**src/rtl/inst_fetch_unit.sv**
```systemverilog
// Instruction fetch stage: owns the PC, issues one imem request at a time,
// hands fetched words to decode over valid/ready and squashes wrong-path fetches.
module inst_fetch_unit #(
    parameter int unsigned     XLEN     = 64,
    parameter logic [XLEN-1:0] RESET_PC = '0
) (
    input  logic            in_clk,
    input  logic            in_rst,
    output logic            out_imem_req,
    output logic [XLEN-1:0] out_imem_addr,
    input  logic            in_imem_ack,
    input  logic [31:0]     in_imem_data,
    output logic            out_valid,
    input  logic            in_ready,
    output logic [31:0]     out_inst,
    output logic [XLEN-1:0] out_pc,
    input  logic            in_redirect,
    input  logic [XLEN-1:0] in_redirect_pc
);

    localparam int unsigned INST_W = 32;
    localparam logic [INST_W-1:0] NOP_INST = 32'h0000_0013;

    typedef enum logic [1:0] {
        S_REQ   = 2'd0,
        S_HOLD  = 2'd1,
        S_FLUSH = 2'd2
    } state_t;

    state_t            state;
    logic [XLEN-1:0]   pc;
    logic [XLEN-1:0]   pend_pc;
    logic [INST_W-1:0] inst_q;
    logic [XLEN-1:0]   pc_q;
    logic [XLEN-1:0]   redirect_pc_c;
    logic [XLEN-1:0]   pc_plus4_c;

    // Fetch addresses are always word aligned; low bits of a redirect are dropped.
    assign redirect_pc_c = in_redirect_pc & ~XLEN'(3);
    assign pc_plus4_c    = pc + XLEN'(4);

    assign out_inst = inst_q;
    assign out_pc   = pc_q;

    always_ff @(posedge in_clk) begin
        if (in_rst) begin
            state         <= S_REQ;
            pc            <= RESET_PC;
            pend_pc       <= RESET_PC;
            inst_q        <= NOP_INST;
            pc_q          <= RESET_PC;
            out_imem_req  <= 1'b0;
            out_imem_addr <= RESET_PC;
            out_valid     <= 1'b0;
        end else begin
            unique case (state)
                S_REQ: begin
                    if (!out_imem_req) begin
                        // First cycle out of reset: raise the request, no ack can be pending.
                        out_imem_req <= 1'b1;
                        if (in_redirect) begin
                            pc            <= redirect_pc_c;
                            out_imem_addr <= redirect_pc_c;
                        end else begin
                            out_imem_addr <= pc;
                        end
                    end else if (in_redirect) begin
                        if (in_imem_ack) begin
                            pc            <= redirect_pc_c;
                            out_imem_addr <= redirect_pc_c;
                        end else begin
                            pend_pc <= redirect_pc_c;
                            state   <= S_FLUSH;
                        end
                    end else if (in_imem_ack) begin
                        inst_q       <= in_imem_data;
                        pc_q         <= pc;
                        pc           <= pc_plus4_c;
                        out_imem_req <= 1'b0;
                        out_valid    <= 1'b1;
                        state        <= S_HOLD;
                    end
                end

                S_HOLD: begin
                    if (in_redirect) begin
                        pc            <= redirect_pc_c;
                        out_imem_addr <= redirect_pc_c;
                        out_imem_req  <= 1'b1;
                        out_valid     <= 1'b0;
                        state         <= S_REQ;
                    end else if (in_ready) begin
                        out_imem_addr <= pc;
                        out_imem_req  <= 1'b1;
                        out_valid     <= 1'b0;
                        state         <= S_REQ;
                    end
                end

                S_FLUSH: begin
                    // Stale request stays on the bus until memory acks it.
                    if (in_imem_ack) begin
                        pc            <= in_redirect ? redirect_pc_c : pend_pc;
                        out_imem_addr <= in_redirect ? redirect_pc_c : pend_pc;
                        state         <= S_REQ;
                    end else if (in_redirect) begin
                        pend_pc <= redirect_pc_c;
                    end
                end

                default: begin
                    state        <= S_REQ;
                    out_imem_req <= 1'b1;
                    out_valid    <= 1'b0;
                end
            endcase
        end
    end

endmodule

```
**config.mk**
```make
export PLATFORM = sky130hd
export DESIGN_NAME = inst_fetch_unit
export DESIGN_NICKNAME = d
export VERILOG_FILES = /design/src/rtl/inst_fetch_unit.sv
export SDC_FILE = /design/constraint.sdc
export NUM_CORES = 1
export LEC_CHECK = 0
export CORE_UTILIZATION = 40
export DETAILED_ROUTE_END_ITERATION = 10
export PLACE_DENSITY_LB_ADDON = 0.2
export SYNTH_ARGS = -nofsm -noshare
export SYNTH_HDL_FRONTEND = slang
export SYNTH_SLANG_ARGS = --single-unit
```
**constraint.sdc**
```tcl
create_clock -name in_clk -period 2.54 [get_ports in_clk]
set_clock_uncertainty 0.1 [all_clocks]
set_input_delay 0.254 -clock in_clk [delete_from_list [all_inputs] [get_ports in_clk]]
set_output_delay 0.254 -clock in_clk [all_outputs]
set_load 0.02 [all_outputs]
```
==> metrics.txt <==
via/cell ratio=slightly below 6; die area=approximately 40,000 um2; Clock Path Buffers=3; # clock sinks=between 200 and 300; final worst-path cycle share=0.967; status=complete, no violations; fillers=between 3,000 and 4,000; Seq/Total Area, Yosys=0.376; Die W=199 um; initial antenna violation count=2; synthesized area per cell=approximately 7.3 um2; RR Startpoint=state[1]; Post-Syn Instances=~2,100; Hold Buf Count CTS=0; Clk pin slew, worst setup/hold paths=60 ps; Die H=approximately 200 um; first-pass GRT wire length=around 94,000 um; Main synth FF type=dfxtp_1; Yosys reg bits=roughly 290; Setup TNS=0 ps; area occupied by multi-input gates=roughly 9000 um2; R2R cell count=10; Final GP Congestion=slightly above 1; grt ovf=0; IO Port Bufs=260; area share of the largest cell type after synthesis=0.376; num ports=263; Worst path slowest cell=dfxtp_1; post-route ant nets=0; Distinct cells, synth=77; worst skew pair latency=approximately 530 ps; Hold Path Sink=out_pc[61]; peak supply drop=between 0.0006 and 0.0007 V; Hold Crit Depth=2; most frequent cell after synthesis=nand2_1; Post-Route WL=between 60,000 and 70,000 um; Post-synth EDFFs=0; drt pass-1 iters=5; Slew HR=0.452; register area=around 5800 um2; Hold Vio Cnt, Final=0; HP Class=input pin to register; DR WL/cell=around 21 um; worst path cell trace=inv_1 -> ha_2 -> buf_12 -> nor2_4 -> buf_4 -> o22ai_1 -> nand2_1 -> a31oi_1 -> a311oi_1 -> nor2_1; Nets=approximately 2,500; DRC viols=0; final setup violating endpoints=0; Ys Warns=0; largest net degree at the start of global routing=86; Max-Cap Viols=0; vias in the first global route=approximately 16,000; worst path bufs/invs=3; 1st-iter DRT viols=approximately 2,200; Largest delay share family, worst path=buffers and inverters; Area contributors post-synth=dfxtp_1 (38%), nand2_1 (14%), a21oi_1 (9.6%), o21ai_0 (3.3%), clkbuf_1 (3.0%); Required @ worst endpoint=2850 ps; syn nets=around 2,200; CTS Root Cell=clkbuf_16; crit-path max FO=38; LEAKAGE=between 7 and 8 nW; fraction of registers with async set/reset=0; Area growth syn-to-layout=33.5%; CTS buffer count=35; crit path time final=around 2500 ps; CTS tree=done; Yosys top cell by area=dfxtp_1; initial core utilization=0.410; reg-to-reg endpoint=pc[44]; unrepaired setup endpoints after global routing=false; Netlist Area Pre-Place=roughly 16,000 um2; CTS H-tree lvls=2; endpoint type of the worst setup path=register; cell row count=71; reg-to-reg slack, setup=80 ps; post-CTS setup buffer count=0; Vias=around 17,000; gr usage total=0.308; Detailed Place HPWL=roughly 44,000 um; crit path from=state[1]; Final Slew Violations=0; top cells by count, synth=nand2_1 (579), a21oi_1 (297), dfxtp_1 (292); WS Path Type=register to register; measured slew at the worst slew-check pin=slightly above 800 ps; WP data arrival=around 2800 ps; FMAX=between 400 and 500 MHz; core box area=37,900 um2; HP Start=in_rst; total chip power=about 17 mW; crit path launch type=register; largest stage delay on the critical path=360 ps; layout cell share with drive strength beyond 1=0.124; cell area power density=approximately 820 nW/um2
-- cells by family after synthesis --
logic type / count (synthesis) / share of synthesized area
muxes: 69 / 0.0465
DFF: 292 / 0.376
adders and majority gates: 5 / 0.00402
xor gates and xnor gates: 17 / 0.00958
and+or+nand+nor: 845 / 0.242
AOI/OAI and AO/OA: 660 / 0.260
buffers and inverters: 235 / 0.0623
-- state kept, by name (all words and copies together) (netlist names) --
| name | cells |
|---|---|
| out_inst | 32 |
| out_imem_req | 1 |
| out_imem_addr | 64 |
| state | 2 |
| out_pc | 64 |
| out_valid | 1 |
| pend_pc | 64 |
| pc | 64 |
-- worst reg2reg max path: cells and delay by family (launching register included) --
| kind | cells | cell delay, ps |
|---|---|---|
| buf+inv | 3 | 610 |
| compound gates | 3 | 570 |
| simple gates | 3 | 450 |
| flops | 1 | 360 |
| fa+ha+maj | 1 | 260 |
-- cell usage in the layout, fill, tap and decap left out, types with 19 or more instances in the layout --
cell | netlist | routed
nand2_1 | 579 | 578
a21oi_1 | 297 | 296
dfxtp_1 | 292 | 291
clkdlybuf4s50_1 | 0 | 258
buf_4 | 5 | 153
o21ai_0 | 101 | 101
nor2_1 | 80 | 78
a22oi_1 | 59 | 58
mux2i_1 | 43 | 43
nand3_1 | 41 | 40
o22ai_1 | 38 | 38
o211ai_1 | 38 | 38
clkbuf_16 | 0 | 37
nor3_1 | 30 | 28
mux2_2 | 26 | 26
nand4_1 | 24 | 24
buf_12 | 0 | 21
and3_1 | 20 | 19
a211oi_1 | 20 | 19
-- stage by stage --
step	setup WS (ps)	instances	hold WS [ps]	area (um2)	utilization
CTS	44.1	2911	38.6	20700	0.546
detailed placement	7.05	2849	346	19500	0.514
global placement	118	2849	342	19500	0.514
floorplan	221	2123	278	15500	-
global route	1.39	2912	51.6	20700	0.547
finish	83.4	2913	53.7	20800	0.547
-- area by class of cell --
| cell class | count | area share |
|---|---|---|
| Timing Repair Buffer | 433 | 0.201 |
| Clock inverter | 9 | 0.00609 |
| Tap cell | 511 | 0.0308 |
| Sequential cell | 292 | 0.282 |
| Clock buffer | 53 | 0.0523 |
| Multi-Input combinational cell | 1596 | 0.425 |
| Inverter | 17 | 0.00308 |
| Antenna cell | 2 | 0.000241 |
-- power breakdown --
part / internal [mW] / total [mW] / switching, mW
sequential: 5.14 / 5.57 / 0.435
combinational: 2.37 / 6.19 / 3.82
clock: 3.25 / 5.32 / 2.06
total: 10.8 / 17.1 / 6.32
-- what timing repair did --
| item | CTS | global route |
|---|---|---|
| endpoints found under the setup margin | 1 | 17 |
| pin swaps | 0 | 1 |
| resized for setup | 1 | 6 |
-- worst max path at each step --
stage / endpoint / slack (ps) / cells past startpoint
4_1_cts: pc[50] / 40 / 8
6_report: pc[44] / 80 / 10
3_5_place_dp: pc[44] / 7 / 8
5_1_grt: pc[45] / 1 / 8
3_3_place_gp: out_imem_addr[38] / 120 / 8
2_1_floorplan: pc[36] / 220 / 7
-- per-layer routing --
layer  global-route usage  share of wire  vias up
met5                    0              0        -
met4               0.0949          0.030        0
met3               0.0603           0.11      117
met2                0.440           0.41      989
met1                0.459           0.45     8110
li1                     -              -     8009
No activity file was read; power rests on OpenSTA's default activity.
